$ cat config.mk
export PLATFORM = sky130hd
export DESIGN_NAME = decode_stage
export DESIGN_NICKNAME = d
export VERILOG_FILES = /design/src/rtl/decode_pkg.sv /design/src/rtl/regfile_mp.sv /design/src/rtl/decode_stage.sv
export SDC_FILE = /design/constraint.sdc
export NUM_CORES = 2
export LEC_CHECK = 0
export CORE_MARGIN = 4
export CORE_UTILIZATION = 69
export CTS_CLUSTER_SIZE = 30
export DETAILED_ROUTE_END_ITERATION = 12
export DONT_BUFFER_PORTS = 1
export GPL_TIMING_DRIVEN = 0
export PLACE_DENSITY = 0.85
export RECOVER_POWER = 50
export SYNTH_ARGS = -nofsm -noshare
export SYNTH_HDL_FRONTEND = slang
export SYNTH_SLANG_ARGS = --single-unit
$ cat constraint.sdc
create_clock -name clk -period 4 [get_ports clk]
set_input_delay 0.8 -clock clk [delete_from_list [all_inputs] [get_ports clk]]
set_output_delay 0.8 -clock clk [all_outputs]
set_load 0.02 [all_outputs]
$ cat src/rtl/decode_pkg.sv
// decode_pkg: opcodes, ALU op encodings, control bundle and the opcode decoder shared by the ID stage
package decode_pkg;
  localparam logic [5:0] OP_R    = 6'b000000;
  localparam logic [5:0] OP_LW   = 6'b100011;
  localparam logic [5:0] OP_SW   = 6'b101011;
  localparam logic [5:0] OP_BEQ  = 6'b000100;
  localparam logic [5:0] OP_ADDI = 6'b001000;
  localparam logic [1:0] ALU_ADD   = 2'b00;
  localparam logic [1:0] ALU_SUB   = 2'b01;
  localparam logic [1:0] ALU_FUNCT = 2'b10;
  localparam int CTRL_W         = 9;
  localparam int CTRL_REG_DST   = 8;
  localparam int CTRL_BRANCH    = 7;
  localparam int CTRL_MEM_READ  = 6;
  localparam int CTRL_REG_WRITE = 0;
  typedef struct packed {
    logic       reg_dst;
    logic       branch;
    logic       mem_read;
    logic       mem_to_reg;
    logic [1:0] alu_op;
    logic       mem_write;
    logic       alu_src;
    logic       reg_write;
  } ctrl_t;
  localparam ctrl_t CTRL_NOP = '0;
  function automatic ctrl_t decode_ctrl(input logic [5:0] op);
    return op == OP_R    ? ctrl_t'({1'b1, 3'b000, ALU_FUNCT, 3'b001}) :
           op == OP_LW   ? ctrl_t'({1'b0, 3'b011, ALU_ADD,   3'b011}) :
           op == OP_SW   ? ctrl_t'({1'b0, 3'b000, ALU_ADD,   3'b110}) :
           op == OP_BEQ  ? ctrl_t'({1'b0, 3'b100, ALU_SUB,   3'b000}) :
           op == OP_ADDI ? ctrl_t'({1'b0, 3'b000, ALU_ADD,   3'b011}) : CTRL_NOP;
  endfunction
  function automatic logic reads_rt(input logic [5:0] op);
    return op == OP_R || op == OP_SW || op == OP_BEQ;
  endfunction
endpackage

$ cat src/rtl/regfile_mp.sv
// regfile_mp: 2-read/1-write register file, r0 hardwired to zero, optional write-through bypass (DECODE_BYPASS_EN); ports clk, reset (async active-low), ra/rb read address+data, we/wa/wd write
module regfile_mp #(
  parameter int DATA_W = 32,
  parameter int NUM_REGS = 32,
  localparam int ADDR_W = $clog2(NUM_REGS)
) (
  input  logic              clk,
  input  logic              reset,
  input  logic [ADDR_W-1:0] ra_addr,
  input  logic [ADDR_W-1:0] rb_addr,
  output logic [DATA_W-1:0] ra_data,
  output logic [DATA_W-1:0] rb_data,
  input  logic              we,
  input  logic [ADDR_W-1:0] wa,
  input  logic [DATA_W-1:0] wd
);
`ifdef DECODE_BYPASS_EN
  localparam bit BYPASS = 1'b1;
`else
  localparam bit BYPASS = 1'b0;
`endif
  logic [DATA_W-1:0] regs [NUM_REGS];
  logic wr;
  assign wr = we && wa != '0;
  always_ff @(posedge clk or negedge reset)
    if (!reset) regs <= '{default: '0};
    else if (wr) regs[wa] <= wd;
  assign ra_data = ra_addr == '0 ? '0 : (BYPASS && wr && wa == ra_addr) ? wd : regs[ra_addr];
  assign rb_data = rb_addr == '0 ? '0 : (BYPASS && wr && wa == rb_addr) ? wd : regs[rb_addr];
endmodule

$ cat src/rtl/decode_stage.sv
// decode_stage: MIPS ID stage (decoder, regfile, immediates, load-use hazard stall, ID/EX register with valid/ready and flush); clk, reset (async active-low), if_* from fetch, id_*/ex_ready to execute, wb_* write-back; DECODE_BYPASS_EN enables regfile write-through
module decode_stage
  import decode_pkg::*;
#(
  parameter int DATA_W = 32,
  parameter int NUM_REGS = 32,
  parameter int IMM_W = 16,
  localparam int ADDR_W = $clog2(NUM_REGS)
) (
  input  logic              clk,
  input  logic              reset,
  input  logic              if_valid,
  output logic              if_ready,
  input  logic [31:0]       if_instr,
  input  logic              flush,
  input  logic              ex_ready,
  output logic              id_valid,
  output logic [DATA_W-1:0] id_rs_data,
  output logic [DATA_W-1:0] id_rt_data,
  output logic [DATA_W-1:0] id_imm_sx,
  output logic [DATA_W-1:0] id_imm_sx_sh,
  output logic [ADDR_W-1:0] id_dest,
  output logic [CTRL_W-1:0] id_ctrl,
  input  logic              wb_en,
  input  logic [ADDR_W-1:0] wb_addr,
  input  logic [DATA_W-1:0] wb_data
);
  logic [5:0] op;
  logic [ADDR_W-1:0] rs, rt, rd;
  logic [DATA_W-1:0] rs_data, rt_data, imm_sx;
  ctrl_t dec_ctrl, ctrl_q;
  logic haz, accept;
  assign op = if_instr[31:26];
  assign rs = ADDR_W'(if_instr[25:21]);
  assign rt = ADDR_W'(if_instr[20:16]);
  assign rd = ADDR_W'(if_instr[15:11]);
  assign dec_ctrl = decode_ctrl(op);
  assign imm_sx = DATA_W'($signed(if_instr[IMM_W-1:0]));
  regfile_mp #(.DATA_W(DATA_W), .NUM_REGS(NUM_REGS)) u_rf (
    .clk(clk), .reset(reset),
    .ra_addr(rs), .rb_addr(rt), .ra_data(rs_data), .rb_data(rt_data),
    .we(wb_en), .wa(wb_addr), .wd(wb_data)
  );
  // A load in ID/EX cannot forward its data yet, so any consumer of its destination waits one cycle
  assign haz = id_valid && ctrl_q.mem_read && id_dest != '0 &&
               (id_dest == rs || (id_dest == rt && reads_rt(op)));
  assign if_ready = (!id_valid || ex_ready) && !haz;
  assign accept = if_valid && if_ready;
  always_ff @(posedge clk or negedge reset)
    if (!reset) begin
      id_valid   <= 1'b0;
      id_rs_data <= '0;
      id_rt_data <= '0;
      id_imm_sx  <= '0;
      id_dest    <= '0;
      ctrl_q     <= CTRL_NOP;
    end else if (flush) id_valid <= 1'b0;
    else if (accept) begin
      id_valid   <= 1'b1;
      id_rs_data <= rs_data;
      id_rt_data <= rt_data;
      id_imm_sx  <= imm_sx;
      id_dest    <= dec_ctrl.reg_dst ? rd : rt;
      ctrl_q     <= dec_ctrl;
    end else if (id_valid && ex_ready) id_valid <= 1'b0;
  assign id_ctrl = ctrl_q;
  assign id_imm_sx_sh = id_imm_sx << 2;
endmodule
### Word-level counts from Yosys, hierarchy flattened

Cells that the tools add are included.

* mux-type cells: 20
* reduce and logical (&&, ||, !) cells: 22
* order comparisons: 4
* bitwise gates (word level): 4
* equal/unequal tests: 6

Operators with widths (number)
* $bwmux 1024: 1
* $bmux 32 s5: 2
* $mux 32: 7
* $demux 32 s5: 1
* $mux 8: 3
* $ge 6x6->1 const B: 3
* $not 5->6: 3
* $eq 6x6->1 const B: 2
* $eq 5x5->1: 2
* $logic_not 5->1: 2
* $reduce_bool 5->1: 2
* $logic_and 1x1->1: 9
* $mux 9: 1
* $eq 6x3->1 const B: 1
* $eq 6x4->1 const B: 1
* $logic_not 6->1: 1
* $lt 6x1->1 const B: 1
* $mux 5: 1
* $logic_or 1x1->1: 4
* $mux 1: 3
* $reduce_bool 3->1: 1
* $logic_not 1->1: 2
* $mux 2: 1
* $reduce_and 2->1: 1
* $not 1->1: 1

* word-level logic and storage cells: 101
* output and inout port bits: 144
* register bits: 1119
* input bits: 75

### Depth between registers and ports, before layout

* depth after elaboration: 11
* depth in mapped cells: 10
* depth with buffers taken out: 5

### By module

Synthesis repeated with hierarchy kept, for this count alone.

* cell total of the unflattened synthesis: 3804
* area, all modules: 58721.3 um^2

Modules (own cells, without submodules)
* regfile_mp: instances 1, cells an instance 3514, area an instance 54161.9 um^2, sequential area each 25624.6 um^2
* decode_stage: instances 1, cells an instance 290, area an instance 4559.4 um^2, sequential area each 2302.2 um^2

### Worst setup path after synthesis

Ideal clock, no wire load.

* path kind: input-to-reg
* start point: input port if_instr[18]
* end point: register id_rt_data[10]
* arrival: 2.594 ns
* stages: 8
* library setup time: 0.125 ns
* buffers on the path: 3
* setup slack: 1.281 ns
* cell sequence: buf_2 -> buf_4 -> clkbuf_1 -> mux4_2 -> a22o_1 -> a221oi_2 -> o211ai_1 -> mux2_2

* longest elaborated chain between the ends: 8

Ends and longest elaborated chain
* from (decl): RTL line decode_stage.sv:14 `input logic [31:0] if_instr,`
* branches (longest 8 deep; another with $bmux 32 s5)
* to (signal assigned): RTL line decode_stage.sv:61 `id_rt_data <= rt_data;`
* to (decl): RTL line decode_stage.sv:19 `output logic [DATA_W-1:0] id_rt_data,`

Several ways; the timed one is not identified. The select of a mux whose other input is x is not followed.
A chain may end at the register's enable or synchronous reset.

### Final worst setup path

* start point: input port if_instr[22]
* end point: register id_rs_data[0]

* longest elaborated chain between the ends: 7

Ends and longest elaborated chain
* branches (longest 7 deep; another with $bmux 32 s5)
* to (signal assigned): RTL line decode_stage.sv:60 `id_rs_data <= rs_data;`
* to (decl): RTL line decode_stage.sv:18 `output logic [DATA_W-1:0] id_rs_data,`

Several ways; the timed one is not identified. The select of a mux whose other input is x is not followed.

==> summary.md <==
| Metric | Value |
|---|---|
| Global-route usage over all layers | `46.3%` |
| Max VDD drop | `about 0.00042 V` |
| Class of the most critical hold timing path | `primary input to async pin` |
| Crit. End Element | `flip-flop` |
| Distinct cells, synth | `50` |
| Worst stage delay on the critical path | `~1.1 ns` |
| Number of global-route vias before repair | `41,532` |
| Vias | `40,776` |
| FF/Latch Area | `27,900 um^2` |
| Total power | `approximately 33 mW` |
| Count of synthesis-stage warnings from yosys | `0` |
| Final ANT Viol Nets | `0` |
| Synth Register Bits | `1,115` |
| Floorplan Core Area | `a little over 80,000 um^2` |
| Clk Latency, worst-skew pair | `~0.7 ns` |
| Area taken by multi-input logic gates | `roughly 27,000 um^2` |
| Number of cells produced by synthesis | `3,839` |
| Post-synth top flop | `sky130_fd_sc_hd__dfrtp_1` |
| Category of cells accounting for the largest share of critical-path delay | `buffers and inverters` |
| Number of antenna violations at the first check in global routing | `4` |
| Filler cell count in the final layout | `just under 5,000` |
| Starting Density | `between 60% and 70%` |
| Number of synthesized flops with an enable pin | `0` |
| CTS buffer count | `between 100 and 150` |
| Final weighted congestion in routability-driven placement | `1.03` |
| Leading cell types in the layout, fill and taps excluded | `sky130_fd_sc_hd__dfrtp_1 (1,115), sky130_fd_sc_hd__mux2_2 (1,090), sky130_fd_sc_hd__mux4_2 (412)` |
| Total number of cells along the worst setup path | `8` |
| Total detailed-routing wirelength | `slightly above 200 mm` |
| Measured slew at the worst slew-check pin | `4.73 ns` |
| Period minus WS final | `3.95 ns` |
| Failing checks | `negative hold slack, max-capacitance violations, max-slew violations` |
| Maximum fanout along the worst path | `10` |
| Number of buffers inserted by port buffering | `0` |
| Sink Count | `1,115` |
| Crit Path Class | `primary input to flip-flop` |
| Max Clock Freq | `about 0.25 GHz` |
| Clk Tree Root Cell | `sky130_fd_sc_hd__clkbuf_16` |
| Total non-filler cell area in the finished layout | `62,700 um^2` |
| Height of the chip | `296 um` |
| Count of non-filler cells in the finished layout | `5,125` |
| Worst-path cell with the longest stage delay | `sky130_fd_sc_hd__clkbuf_1` |
| Headroom to the max-slew limit | `-215%` |
| Number of maximum-capacitance violations | `13` |
| Clock transition time at the flip-flop clock pins of the worst setup and hold paths | `0.06 ns` |
| Mean cell area of the mapped netlist | `14.9 um^2` |
| Setup repair after global routing missed its margin | `no` |
| Sequential share of the synthesized area | `48.6%` |
| Number of optimization iterations in the first detailed-route pass | `9` |
| GRT overflow | `0` |
| Buffers from clock root to sink, at most | `3` |
| Crit path launch type | `primary input` |
| Layout overhead on the synthesized area | `9.29%` |
| Clock tree from TritonCTS | `built` |
| Required time at the worst-slack endpoint | `between 4 and 5 ns` |
| Ports placed on the boundary | `219` |
| Power per cell area | `530 nW/um^2` |
| Final net count | `4,032` |
| Setup_tns | `0 ns` |
| Total instance count after detailed placement | `4,910` |
| Most used cell along the critical path | `sky130_fd_sc_hd__clkbuf_1` |
| Width of the chip | `296 um` |
| Crit path buffers/inverters | `3` |
| Final routed DRC violation total | `0` |
| Fraction of layout instances using a drive strength above 1 | `between 40% and 50%` |
| Async set-reset flop share out of synthesis | `100%` |
| Wire length of the first global-routing pass | `287 mm` |
| Number of DRC markers in iteration 0 | `6,172` |
| Period utilization | `a little over nine tenths` |
| Ratio of routed vias to standard cells | `7.96` |
| Area of the mapped netlist | `57,400 um^2` |
| Total number of placement rows | `105` |
| Setup slack of the critical path after layout | `0.0474 ns` |
| Pins over their slew limit | `1,218` |
| Minimum hold slack | `-0.166 ns` |
| Routed WL per cell | `approximately 40 um` |
| Hold Violations, Final | `18` |
| Run status | `finished with violations` |
| Clock skew | `about 0.019 ns` |
| Cell area after placement | `58,700 um^2` |
| Static leakage power | `roughly 27 nW` |
| Series of cell instances along the critical path | `clkbuf_1 > buf_2 > nand2_1 > nor2_1 > clkbuf_1 > a22oi_1 > nand4_1 > mux2_2` |
| Number of H-tree levels | `3` |
| Commonest non-fill, non-tap cell in the layout | `sky130_fd_sc_hd__dfrtp_1` |
| Arrival time of data at the critical path endpoint | `4.59 ns` |
| Worst Reg2Reg Path Length in Cells | `7` |
| Minimum setup slack after placement | `-0.485 ns` |
| Largest net degree at the start of global routing | `1,116` |
| Total setup violations reported at the end of the flow | `0` |
| HPWL after detailed placement | `between 100 and 150 mm` |
| Area enclosed by the die boundary | `roughly 88,000 um^2` |
cells in the mapped netlist, drive strengths merged (10+ instances only):
library cell	n	area (um^2)
nor2	26	97.6
a22oi	92	691
mux4	412	9280
o211ai	31	233
mux2	1090	12300
clkbuf	273	1020
buf	211	1200
nor3b	10	75.1
a21oi	66	330
o21ai	63	315
a211oi	34	255
a22o	35	307
nand2	23	86.3
a221oi	93	977
dfrtp	1115	27900
mux2i	165	1650
nand4	30	188
repair_timing:
action | in CTS | in global routing
gates resized for setup | 0 | 1
setup endpoints to repair | 0 | 8
hold endpoints to repair | 853 | 382
buffers inserted | 0 | 0
final timing paths:
kind	startpoint	endpoint	slack, ns
setup / recovery	if_instr[22]	id_rs_data[0]$_DFFE_PN0P_	0.05
max in group asynchronous	reset	u_rf.regs[488]$_DFFE_PN0P_	0.52
hold reg to reg	u_rf.regs[999]$_DFFE_PN0P_	u_rf.regs[999]$_DFFE_PN0P_	0.45
hold / removal	reset	u_rf.regs[761]$_DFFE_PN0P_	-0.17
setup reg to reg	id_dest[1]$_DFFE_PN0P_	id_rt_data[21]$_DFFE_PN0P_	0.91
min in group clk	if_instr[9]	id_imm_sx[9]$_DFFE_PN0P_	0.24
through the flow:
step	util, %	hold WS, ns
floorplan	-	0.425
finish	76.2	-0.166
global placement	71.4	0.436
CTS	76.2	-0.147
detailed placement	71.4	0.443
global route	76.2	-0.208
per-layer routing:
layer | track usage, % | share of wire (%) | wire [um] | vias up
met5 | 2.01 | 0.16 | 314 | -
met4 | 32.3 | 9.2 | 18400 | 8
met3 | 21.1 | 15 | 29400 | 1121
met2 | 65.7 | 43 | 86000 | 3642
met1 | 56.9 | 33 | 67200 | 20976
li1 | - | - | - | 15029
state kept, by name (all words and copies together) (netlist names):
signal and cells:
id_ctrl 6, id_imm_sx 16, id_valid 1, u_rf.regs 1023
id_dest 5, id_rs_data 32, id_rt_data 32
cell families (layout without fill, tap and decap cells):
group / Yosys count / after routing / share of synthesized area [%]
multiplexers: 1667 / 1667 / 40.4
flip-flops: 1115 / 1115 / 48.6
buffers and inverters: 487 / 697 / 3.90
AO/OA/AOI/OAI: 426 / 426 / 5.58
AND/OR/NAND/NOR: 133 / 133 / 1.28
XOR/XNOR: 10 / 10 / 0.153
other: 1 / 7 / 0.00654
power breakdown:
group | internal [mW] | total [mW] | switching [mW] | leakage, nW
logic | 3.68 | 6.33 | 2.65 | 10.9
registers | 13.5 | 15.6 | 2.13 | 14.3
clock network | 6.63 | 11.3 | 4.64 | 1.97
total | 23.8 | 33.2 | 9.41 | 27.2
layout make-up:
type / count / area share, %
antenna: 5 / 0.0200
buffer: 484 / 3.56
clock buffer: 174 / 5.64
clock inverter: 35 / 0.660
inverter: 3 / 0.0180
multi-input combinational: 2238 / 43.5
sequential: 1115 / 44.5
tap: 1070 / 2.13
timing repair buffer: 1 / 0.0239
Power figures use the tool's default switching activity.
